===== src/rtl/app_rd_to_fifo.sv =====
// Purpose: capture DDR read-return beats, buffer them, and serialise each beat LSB-word-first onto a valid/ready port.
// Latency: a beat written at edge N is presented on dout after edge N and can be accepted at edge N+1; one word per cycle sustained.
// Backpressure: dout_ready stalls only the serialiser; the controller side cannot stall, so rd_credit_ok gates new reads on free space.
module app_rd_to_fifo #(
    parameter int DEPTH = 8,
    parameter int AW    = 3,
    parameter int DW    = 128,
    parameter int OW    = 16
) (
    input  logic          clk,
    input  logic          resetn,
    input  logic          rd_issue,
    output logic          rd_credit_ok,
    input  logic [DW-1:0] app_rd_data,
    input  logic          app_rd_data_valid,
    input  logic          app_rd_data_end,
    output logic [OW-1:0] dout,
    output logic          dout_valid,
    input  logic          dout_ready,
    output logic [AW:0]   outstanding,
    output logic          err_unsolicited,
    output logic          err_overflow,
    output logic          err_proto
);

    localparam int WPB = DW / OW;
    localparam int WIW = (WPB > 1) ? $clog2(WPB) : 1;
    localparam logic [AW:0]    DEPTH_C = (AW + 1)'(DEPTH);
    localparam logic [WIW-1:0] LAST_W  = WIW'(WPB - 1);

    // Beat storage viewed as WPB words so the serialiser can index words directly.
    logic [WPB-1:0][OW-1:0] mem [DEPTH];

    logic [AW-1:0]  wr_ptr;
    logic [AW-1:0]  rd_ptr;
    logic [AW:0]    occ;
    logic [WIW-1:0] word_idx;

    logic           full;
    logic           push;
    logic           pop;
    logic           ret;
    logic [AW+1:0]  credit_sum;

    // Full is taken from the registered occupancy, so a beat arriving in the
    // same cycle as the final-word pop of a full FIFO is still dropped.
    assign full       = (occ == DEPTH_C);
    assign push       = app_rd_data_valid & ~full;
    assign pop        = dout_valid & dout_ready & (word_idx == LAST_W);
    assign ret        = app_rd_data_valid & (outstanding != '0);

    // Credit uses registers only so the dispatcher sees no combinational path from its own issue.
    assign credit_sum   = {1'b0, outstanding} + {1'b0, occ};
    assign rd_credit_ok = resetn & (credit_sum < {1'b0, DEPTH_C});

    assign dout_valid = (occ != '0);
    assign dout       = mem[rd_ptr][word_idx];

    // Beat storage write; contents need no reset since occupancy gates visibility.
    always_ff @(posedge clk) begin
        if (push) begin
            mem[wr_ptr] <= app_rd_data;
        end
    end

    // FIFO pointers, occupancy and the word position within the head beat.
    always_ff @(posedge clk) begin
        if (!resetn) begin
            wr_ptr   <= '0;
            rd_ptr   <= '0;
            occ      <= '0;
            word_idx <= '0;
        end else begin
            if (push) begin
                wr_ptr <= wr_ptr + AW'(1);
            end
            if (pop) begin
                rd_ptr   <= rd_ptr + AW'(1);
                word_idx <= '0;
            end else if (dout_valid && dout_ready) begin
                word_idx <= word_idx + WIW'(1);
            end
            case ({push, pop})
                2'b10:   occ <= occ + (AW + 1)'(1);
                2'b01:   occ <= occ - (AW + 1)'(1);
                default: occ <= occ;
            endcase
        end
    end

    // Issued-but-unreturned read count; an over-issue saturates rather than wrapping.
    always_ff @(posedge clk) begin
        if (!resetn) begin
            outstanding <= '0;
        end else if (rd_issue && !ret) begin
            outstanding <= (outstanding == DEPTH_C) ? DEPTH_C : outstanding + (AW + 1)'(1);
        end else if (!rd_issue && ret) begin
            outstanding <= outstanding - (AW + 1)'(1);
        end
    end

    // Sticky error flags, cleared only by reset.
    always_ff @(posedge clk) begin
        if (!resetn) begin
            err_unsolicited <= 1'b0;
            err_overflow    <= 1'b0;
            err_proto       <= 1'b0;
        end else if (app_rd_data_valid) begin
            if (outstanding == '0) err_unsolicited <= 1'b1;
            if (full)              err_overflow    <= 1'b1;
            if (!app_rd_data_end)  err_proto       <= 1'b1;
        end
    end

endmodule


===== config.mk =====
export PLATFORM = sky130hd
export DESIGN_NAME = app_rd_to_fifo
export DESIGN_NICKNAME = d
export VERILOG_FILES = /design/src/rtl/app_rd_to_fifo.sv
export SDC_FILE = /design/constraint.sdc
export NUM_CORES = 1
export LEC_CHECK = 0
export ABC_AREA = 1
export CAP_MARGIN = 25
export CORE_MARGIN = 2
export CORE_UTILIZATION = 50
export CTS_CLUSTER_SIZE = 40
export DETAILED_ROUTE_END_ITERATION = 8
export PLACE_DENSITY_LB_ADDON = 0.25
export SKIP_LAST_GASP = 1
export SLEW_MARGIN = 15
export SYNTH_ARGS = -nofsm -noshare
export SYNTH_HDL_FRONTEND = slang
export SYNTH_SLANG_ARGS = --single-unit

===== constraint.sdc =====
create_clock -name clk -period 22.5 [get_ports clk]
set_input_delay 4.5 -clock clk [delete_from_list [all_inputs] [get_ports clk]]
set_output_delay 4.5 -clock clk [all_outputs]
set_load 0.005 [all_outputs]

# Word-level counts from Yosys, hierarchy flattened
# Memory sizes are Yosys's and may differ from the RTL's. A register that Yosys moved wholly into a read port is not among the register bits.
# Cells that the tools add are included.
# op_classes
addsub,8
n_lt_le_gt_ge,2
n_eq_ne,5
n_mux,10
bitwise_logic,8
n_reduce_logical,14
# ops
cell,n
16-bit binary-select mux with 3-bit select,1
16-bit 2-to-1 mux,1
4-bit 2-to-1 mux,3
"3-bit by 1-bit adder with 3-bit output, second input constant",3
"4-bit by 1-bit adder with 4-bit output, second input constant",2
"4-bit == test, second input constant",2
4-bit one-hot mux with 2 select lines,1
4-bit nonzero test,2
"4-bit by 1-bit subtractor with 4-bit output, second input constant",2
3-bit 2-to-1 mux,2
2-bit AND reduction,3
4-bit by 4-bit adder with 5-bit output,1
1-bit bitwise AND,5
"5-bit by 4-bit < comparator with 1-bit output, second input constant",1
4-bit logical NOT,1
"3-bit by 4-bit < comparator with 1-bit output, second input constant",1
2-bit nonzero test,2
"3-bit == test, second input constant",1
1-bit logical AND,3
1-bit inverter,3
"2-bit by 1-bit == test with 1-bit output, second input constant",1
"2-bit == test, second input constant",1
1-bit logical NOT,2
1-bit 2-to-1 mux,2
2-bit OR reduction,1
# word_totals
regBits,20
ramBits,1024
in_bits,134
out_inout_bits,25
wordCells,56
mem_count,1
# memory_table
name,words,word_bits,read_ports,rd_ports_with_merged_regs,write_ports,line_no,text
mem,8,128,1,1,1,32,logic [WPB-1:0][OW-1:0] mem [DEPTH];

# Logic depth before layout (Yosys ltp)
# logic_depth
word_depth,5
mapped_depth,13
mapped_depth_nobuf,13

# Least setup slack after synthesis
# Ideal clock, no wire load.
# synth_path
path_type,input port to flip-flop
startpoint,in app_rd_data_valid
endpoint,"mem mem[0][0] (netlist name), enable pin"
setup_ns,0.617
t_arrival_ns,10.159
required_ns,21.883
setup_slack_ns,11.724
cell_stages,4
path_buffers,0
path_cell_list,nand2_1 -> inv_1 -> nand2_1 -> nor2_1
# synth_via
elab_chain_len,3
# synth_rtl
item,line_no,text
"start, declared",15,"input logic app_rd_data_valid,"
1-bit bitwise AND,48,assign push = app_rd_data_valid & ~full;
1-bit 2-to-1 mux,61,if (push) begin
1-bit 2-to-1 mux (implied by the code),62,mem[wr_ptr] <= app_rd_data;
"end, declared",32,
# No other way between the ends.

# Final worst setup path
# layout_path
startpoint,in resetn
endpoint,out rd_credit_ok
# layout_via
elab_chain_len,1
# layout_rtl
item,line_no,text
"start, declared",11,"input logic resetn,"
1-bit bitwise AND,54,"assign rd_credit_ok = resetn & (credit_sum < {1'b0, DEPTH_C});"
"end, declared",13,"output logic rd_credit_ok,"
# No other way between the ends.

==> summary.txt <==
Outcome
  • Outcome: finished, final reports clean

Synthesis
  • Syn Area/Cell: between 10 and 15 um^2
  • Post-synth top area cell: edfxtp_1
  • Synth Warn #: 0
  • Simple logic cell fraction of the synthesized area: 22.2%
  • Post-synth cell types: 29
  • Post-Synthesis Net Count: 3726
  • #FFs+latches synth: 1047
  • Netlist Area Pre-Place: 0.0426 mm^2
  • Syn Inst Count: approximately 3600
  • Largest family of logic cells by synthesized area: simple AND/OR/NAND/NOR gates
  • Adder-Cell Fraction of Synth Area: 0.381%
  • Multiplexer share of the synthesized area: 0%
  • Compound-Gate Fraction of Synth Area: 0.411%
  • XOR/XNOR share of the synthesized area: less than 1%
  • Area share of the largest cell type after synthesis: 72.1%
  • Register area share after synthesis: 73.2%
  • Synth top area cells: edfxtp_1 (72%), nand2_1 (12%), nand3_1 (10%), buf_6 (1.5%), buf_2 (1.4%)

Worst setup path
  • CP Cell Sequence: clkdlybuf4s50_1, inv_1, or4_1, a21oi_1, clkdlybuf4s50_1
  • RR Endpoint: mem[4][97]$_DFFE_PP_
  • Critical Path AT: 6.51 ns
  • Critical path buffers and inverters: 3
  • CP most frequent cell: clkdlybuf4s50_1
  • Required @ worst endpoint: 18.00 ns
  • Worst Setup Path Type: input pin to output pin
  • Crit-path slowest cell: clkdlybuf4s50_1
  • Delay-heaviest family, CP: buffers and inverters
  • Critical-path maximum fanout: 13
  • Launching point of the worst reg2reg path: occ[0]$_SDFFE_PN0P_
  • Reg2Reg Setup Slack: 18.53 ns
  • Worst setup EP type: output pin
  • Slowest stage delay, CP: 0.65 ns
  • FF-to-FF path depth: 9
  • Startpoint types: input pin

Timing
  • Final Hold Vio Count: 0
  • Slew HR: 23.1%
  • Endpoints failing setup: 0
  • Clock Skew: 0.0241 ns
  • Tcrit/Tclk final: 49.0%
  • Min Hold Slack: 0.453 ns
  • Slew @ Worst Pin: ~1.2 ns
  • Peak Freq: 90.8 MHz
  • Min Tclk post-route: 11.01 ns
  • Setup tns final: 0 ns
  • Max-slew violation count: 0
  • RSZ-0062 raised after global routing: false

Final layout
  • Layout cell share with drive strength beyond 1: 5.62%
  • Commonest non-fill, non-tap cells in the layout: nand2_1 (1324), edfxtp_1 (1024), nand3_1 (873), clkdlybuf4s50_1 (158), clkbuf_16 (109)
  • Area occupied by multi-input gates: 0.00991 mm^2
  • Area delta synth->final: 12.6%
  • Filler instances: 6974
  • Most common cell after layout, fill and taps aside: nand2_1
  • Reg area: 0.0312 mm^2
  • Nets: about 3800

Floorplan
  • Boundary Pins: 159
  • Die ar.: 0.0876 mm^2
  • Core area: 0.0849 mm^2
  • Starting Density: 50.2%
  • DIE WIDTH: 296 um
  • Chip Height: 296 um
  • FP Rows: 107

GRT
  • Vias in the first global route: 25900
  • Antenna violations before repair: 15
  • Tot GR Track Use: between 20% and 30%
  • First-pass GRT wire length: about 160 mm
  • Aggregate global routing overflow: 0
  • Largest net degree at the start of global routing: 226

Place
  • Port bufs: 158
  • DPL Wire Length: 54.9 mm
  • Final Wtd Congestion: approximately 0.78

CTS
  • Post-CTS setup buffer count: 0
  • Maximum clock path buffer count: 3
  • Cts hold-fix bufs: 0
  • Clock transition at path regs: ~0.06 ns
  • Clk_lat worst skew: 0.68 ns
  • Post-CTS resize count: 0
  • CTS root buffer: clkbuf_16
  • CTS HTree Levels: 3
  • TritonCTS clock tree: built
  • Total CTS buffers: 106
  • CTS Sinks: 1047

Drt
  • DRC Markers: 0
  • Avg Vias per Cell: around 5.5
  • DR iter-0 viols: 2742
  • Total wire length: roughly 110 mm
  • DR vias: 27100
  • DRT Pass-1 Iters: 5
  • Post-route ant nets: 0
  • Routed len/inst: 21.7 um

Pwr
  • Sw Pwr: ~0.89 mW
  • Leakage Power: 17.1 nW
  • Flop pwr share: 53.7%
  • Power per cell area: about 86 mW/mm^2
  • Peak supply drop: 0.0723 mV
  • Clock Power Share: 40.8%
  • Sw Share: 21.6%
  • Combinational share of power: 5.5%
  • P_int: 3.23 mW

Flow run
  • Max cap viols: 0

Min path
  • Min-delay src: rd_ptr[2]$_SDFFE_PN0P_
  • Min-delay worst type: register to register
  • Worst hold stages: 2
==> worst max-delay path by stage <==
stage                           start             endpoint  slack [ns]  depth (start not counted)
floorplan           app_rd_data_valid  mem[0][0]$_DFFE_PP_       11.72                          4
detailed placement             resetn         rd_credit_ok       11.49                          5
global placement               resetn         rd_credit_ok       11.45                          5
finish                         resetn         rd_credit_ok       11.49                          5
global route                   resetn         rd_credit_ok       11.37                          5
CTS                            resetn         rd_credit_ok       11.48                          5
==> layer usage <==
layer	vias to the layer above	GRT usage, %	routed length [um]
li1	12800	-	-
met1	13100	33.3	44000
met2	1024	39.2	50600
met3	162	5.22	9330
met4	20	7.32	2410
met5	-	0	124
==> worst min-delay path, delay by kind of cell, from the launching register on <==
family,cells,cell delay [ns]
buffers and inverters,1,0.05
AO/OA/AOI/OAI,1,0.06
flip-flops,1,0.31
==> synthesized netlist by cell type <==
| cell type | instances |
|---|---|
| a211oi_1 | 2 |
| a21oi_1 | 20 |
| a31o_2 | 1 |
| a31oi_1 | 1 |
| and2_1 | 1 |
| buf_1 | 16 |
| buf_2 | 118 |
| buf_4 | 10 |
| buf_6 | 57 |
| buf_8 | 1 |
| clkbuf_1 | 21 |
| dfxtp_1 | 23 |
| edfxtp_1 | 1024 |
| ha_1 | 13 |
| inv_1 | 30 |
| inv_2 | 1 |
| inv_6 | 1 |
| nand2_1 | 1324 |
| nand2_2 | 1 |
| nand3_1 | 873 |
| nand4_1 | 2 |
| nor2_1 | 21 |
| nor3_1 | 1 |
| nor3b_1 | 1 |
| nor4_1 | 1 |
| o21ai_0 | 9 |
| or4_1 | 1 |
| xnor2_1 | 2 |
| xor2_1 | 3 |
==> cells by family (layout without fill, tap and decap cells) <==
family | count (synthesis) | after routing
and+or+nand+nor | 2226 | 2226
DFF | 1047 | 1047
buffers and inverters | 255 | 428
AOI/OAI and AO/OA | 33 | 33
adders and majority gates | 13 | 13
xor gates and xnor gates | 5 | 5
other | 0 | 8
==> flip-flops by register name, summed over array words and instances, names as in the netlist, named ones only <==
register,flops
err_overflow,1
err_proto,1
err_unsolicited,1
mem,1024
occ,4
outstanding,4
rd_ptr,3
word_idx,3
wr_ptr,3
==> cell type report <==
class                      count  area share, %
clock buffer                 135           5.89
tap                         1144           2.98
clock inverter                61           1.04
antenna                        8         0.0417
multi-input combinational   2277           20.6
sequential                  1047           65.0
timing repair buffer         200           4.06
inverter                      32          0.310
==> per-stage QoR <==
stage	util [%]	total power, mW	instances	setup WS, ns	area, um^2
4_1_cts	56.5	4.14	4895	11.48	48000
6_report	56.6	4.12	4904	11.49	48000
5_1_grt	56.5	4.24	4898	11.37	48000
3_3_place_gp	52.6	2.47	4699	11.45	44600
3_5_place_dp	52.6	2.48	4699	11.49	44600
2_1_floorplan	-	2.36	3579	11.72	42600
==> power groups by stage <==
stage / clock network (mW) / registers [mW] / logic [mW]
after floorplan: 0 / 2.26 / 0.101
after global placement: 0 / 2.25 / 0.223
after detailed placement: 0 / 2.25 / 0.226
after CTS: 1.70 / 2.21 / 0.227
after global routing: 1.78 / 2.21 / 0.250
final: 1.68 / 2.21 / 0.228
No activity file was read; power rests on OpenSTA's default activity.
